$ cat config.mk
export PLATFORM = sky130hd
export DESIGN_NAME = cube_frame_loader
export DESIGN_NICKNAME = d
export VERILOG_FILES = /design/src/rtl/cube_frame_loader.sv
export SDC_FILE = /design/constraint.sdc
export NUM_CORES = 1
export LEC_CHECK = 0
export BUFFER_PORTS_ARGS = -buffer_cell sky130_fd_sc_hd__buf_2
export CAP_MARGIN = 20
export CORE_MARGIN = 2
export CORE_UTILIZATION = 50
export DETAILED_ROUTE_END_ITERATION = 8
export GPL_ROUTABILITY_DRIVEN = 0
export GPL_TIMING_DRIVEN = 0
export PLACE_DENSITY = 0.68
export SKIP_LAST_GASP = 1
export SYNTH_ARGS = -nofsm -noshare
export SYNTH_HDL_FRONTEND = slang
export SYNTH_SLANG_ARGS = --single-unit
$ cat constraint.sdc
create_clock -name clk -period 2.7 [get_ports clk]
set_input_delay 0.27 -clock clk [delete_from_list [all_inputs] [get_ports clk]]
set_output_delay 0.27 -clock clk [all_outputs]
set_load 0.01 [all_outputs]
$ cat src/rtl/cube_frame_loader.sv
// Double-buffered 64-byte LED cube frame store; bytes land in the hidden bank, swapped in on frame_sync.
// Zero-latency display read; in_ready drops while a completed frame waits for its swap.
module cube_frame_loader #(
  parameter int FRAME_BYTES = 64
) (
  input  logic       clk,
  input  logic       rst_n,
  input  logic       in_valid,
  input  logic [7:0] in_data,
  input  logic       in_sof,
  output logic       in_ready,
  input  logic       frame_sync,
  input  logic [5:0] rd_addr,
  output logic [7:0] rd_data,
  output logic       frame_pending,
  output logic       disp_bank,
  output logic       sync_err,
  output logic [7:0] frame_count
);

  typedef enum logic {FILL, PENDING} state_t;

  state_t     state;
  logic [7:0] mem [2][FRAME_BYTES];
  logic [5:0] wr_ptr;
  logic       accept;
  logic [5:0] wr_addr;
  logic       wr_bank;

  assign in_ready      = (state == FILL);
  assign frame_pending = (state == PENDING);
  assign accept        = in_valid && in_ready;
  // A start-of-frame byte always resynchronises to address 0.
  assign wr_addr       = in_sof ? 6'd0 : wr_ptr;
  assign wr_bank       = ~disp_bank;
  assign rd_data       = mem[disp_bank][rd_addr];

  always_ff @(posedge clk) begin
    if (!rst_n) begin
      for (int b = 0; b < 2; b++) begin
        for (int i = 0; i < FRAME_BYTES; i++) begin
          mem[b][i] <= 8'h00;
        end
      end
      state       <= FILL;
      wr_ptr      <= 6'd0;
      disp_bank   <= 1'b0;
      sync_err    <= 1'b0;
      frame_count <= 8'd0;
    end else begin
      sync_err <= 1'b0;
      case (state)
        FILL: begin
          if (accept) begin
            mem[wr_bank][wr_addr] <= in_data;
            if (in_sof) begin
              sync_err <= (wr_ptr != 6'd0);
              wr_ptr   <= 6'd1;
            end else begin
              wr_ptr <= wr_ptr + 6'd1;
              if (wr_ptr == 6'(FRAME_BYTES - 1)) begin
                state <= PENDING;
              end
            end
          end
        end
        PENDING: begin
          // Only here is frame_sync a safe point to expose the new frame.
          if (frame_sync) begin
            disp_bank   <= ~disp_bank;
            frame_count <= frame_count + 8'd1;
            state       <= FILL;
          end
        end
        default: state <= FILL;
      endcase
    end
  end

endmodule

==> metrics.md <==
| Metric | Value |
|---|---|
| Outcome | `finished with violations` |
| Violated checks | `negative setup slack` |
| Rel. slew slack | `13.6%` |
| H-tree Lvls | `3` |
| Syn_nets | `2521` |
| Routed Antenna Nets | `0` |
| Initial Utilization | `50.6%` |
| Mapped Area | `44800 sq um` |
| Iteration-0 DRC Markers | `4889` |
| Power share of the combinational group | `7.9%` |
| Yosys warns | `0` |
| Critical Path Sink Type | `output port` |
| Max Slew Vio Count | `0` |
| I/O Pins | `39` |
| WHS | `83.0 ps` |
| Port bufs | `24` |
| Core area | `88500 sq um` |
| Fmax | `0.246 GHz` |
| Fin cells | `3978` |
| Tightest Pin Transition | `1300 ps` |
| Die H | `303 microns` |
| Seq cells post-synth | `1042` |
| Final setup fails | `246` |
| Net Sw Frac | `23.1%` |
| Post-synth top area share | `68.7%` |
| Period utilisation layout | `150%` |
| Number of global-route vias before repair | `26343` |
| Final hold violation count | `0` |
| Area of the die | `91900 sq um` |
| First-pass GRT wire length | `204000 microns` |
| Top_reg_cell synth | `edfxtp_1` |
| Net Switching | `8.43 mW` |
| Root Driver | `clkbuf_16` |
| Power per cell area | `698 nW/um^2` |
| Worst slack at placement | `-1780 ps` |
| Clock Skew | `37.3 ps` |
| Max Cap Viol | `0` |
| Die Wd | `303 microns` |
| Data required time at the worst endpoint | `2430 ps` |
| Clock share of power | `39.1%` |
| Power Internal | `28.0 mW` |
| WL final | `148000 microns` |
| Pre-Repair DR Iteration Count | `8` |
| EDFF count, synth | `1024` |
| Grt total ovfl | `0` |
| Setup_tns | `-16990 ps` |
| Leakage | `17.9 nW` |
| Synth area leaders | `edfxtp_1 69%, mux4_2 17%, and2_1 5.3%` |
| Final net count | `2736` |
| Clk sink count | `1042` |
| Gr usage total | `32.6%` |
| Hold Crit Class | `in2reg` |
| Async set-or-reset flop fraction in the synthesized netlist | `0%` |
| WL/cell | `37.3 microns` |
| Unrepaired setup endpoints after global routing | `yes` |
| Layout cells sized above 1 | `30.9%` |
| Routed via count | `26944` |
| Worst setup SP type | `primary input` |
| Worst EP arrival | `3790 ps` |
| Area growth syn-to-layout | `16.7%` |
| Distinct cells, synth | `40` |
| Final WS setup | `-1360 ps` |
| CTS Buffer Depth | `3` |
| Post-detailed-route DRC marker count | `0` |
| Clk_lat worst skew | `690 ps` |
| DP HPWL | `99100 microns` |
| Crit-path max FO | `10` |
| Flop pwr share | `53.0%` |
| Final Total Pwr | `36.4 mW` |
| Avg Inst Size Synth | `17.9 sq um` |
| Largest net degree at the start of global routing | `64` |
| Register area share after synthesis | `69.5%` |
| DR vias/cell | `6.77` |
| Tmin final | `4060 ps` |
| Type of the worst setup path | `in2out` |
| Max VDD drop | `0.507 mV` |
| Reg clk slew, reported paths | `60 ps` |
| Leading area contributor after synthesis | `edfxtp_1` |
| CTS tree | `built` |
| Num rows | `109` |
| Gate Count Post-Synth | `2499` |
| Inst Count DP | `3737` |
| Antenna violations before repair | `22` |
| CTS buffer count | `102` |
[sequential cells by signal, summed over array words and instances (netlist names), named ones only]
signal / cells
disp_bank: 1
frame_count: 8
frame_pending: 1
mem: 1024
sync_err: 1
wr_ptr: 6
[metal layers]
metal | wire length (microns) | share of wire [%] | global-route usage, % | vias up
met1 | 51300 | 35 | 42.9 | 13796
met5 | 87 | 0.059 | 0.621 | -
met3 | 22700 | 15 | 12.2 | 475
li1 | - | - | - | 10297
met4 | 8560 | 5.8 | 15.6 | 14
met2 | 65900 | 44 | 48.3 | 2362
[cells in the final DEF, fill, tap and decap left out, drive strengths merged, types with 10 or more instances in the layout]
master  netlist  layout
clkbuf      171     292
mux4        336     336
a21oi        67      67
dfxtp        18      18
inv          10      10
buf          48     159
o21ai        65      65
diode         0      15
and3        153     153
nor2        100     100
nand2        60      60
clkinv        0      46
and2        383     387
edfxtp     1024    1024
[stage by stage]
stage	utilization [%]	cell area, sq um
2_1_floorplan	-	45100
3_3_place_gp	52.8	46700
3_5_place_dp	53.3	47200
4_1_cts	58.3	51600
5_1_grt	59.0	52200
6_report	59.0	52200
[synth_stat cells (7+ instances only)]
| cell | instances |
|---|---|
| buf_2 | 22 |
| nand2_1 | 60 |
| xor2_1 | 7 |
| inv_1 | 10 |
| buf_1 | 21 |
| mux2_2 | 8 |
| nor2_1 | 100 |
| and2_1 | 377 |
| and3_1 | 153 |
| o21ai_0 | 64 |
| edfxtp_1 | 1024 |
| a21oi_1 | 67 |
| clkbuf_1 | 171 |
| mux4_2 | 336 |
| dfxtp_1 | 18 |
[critical path, stage by stage]
cell,delay (ps)
clkdlybuf4s15_1,740
clkbuf_1,780
mux4_2,420
mux4_2,580
mux4_2,500
mux2_2,320
buf_2,160
[what timing repair did]
action / CTS / global route
gates resized for setup: 295 / 117
cloned: 4 / 4
hold endpoints to repair: 4 / 0
buffers inserted: 20 / 10
hold buffers: 2 / 0
setup endpoints to repair: 1826 / 873
pin swaps: 8 / 2
[logic make-up after synthesis]
| family | count (synthesis) | synth area share [%] |
|---|---|---|
| flops | 1042 | 69.5 |
| simple gates | 735 | 9.51 |
| mux | 344 | 17.1 |
| buf+inv | 229 | 2.03 |
| compound gates | 135 | 1.53 |
| xor+xnor | 11 | 0.215 |
| fa+ha+maj | 3 | 0.0839 |
[power groups by stage]
stage / logic (mW) / registers, mW / clock network (mW)
after floorplan: 1.34 / 19.5 / 0
after global placement: 2.43 / 19.6 / 0
after detailed placement: 2.53 / 19.7 / 0
after CTS: 2.69 / 19.3 / 14.2
after global routing: 2.87 / 19.4 / 14.8
final: 2.87 / 19.3 / 14.3
[final timing paths]
check	startpoint	endpoint	slack, ps	depth (start not counted)
worst min-delay path	in_valid	wr_ptr[1]	80	4
worst max register to register	frame_pending	mem[1][331]	-80	6
worst max-delay path	rd_addr[1]	rd_data[0]	-1360	7
worst min register to register	frame_count[1]	frame_count[1]	520	2
[cell type report]
type                       count  area (sq um)
antenna                       15          37.5
tap                         1165          1460
sequential                  1042         31100
buffer                       214          1460
timing repair buffer         112          1040
clock inverter                59           543
fill                        6317         36300
multi-input combinational   1232         13800
inverter                      10          41.3
clock buffer                 129          2760
Power figures use the tool's default switching activity.
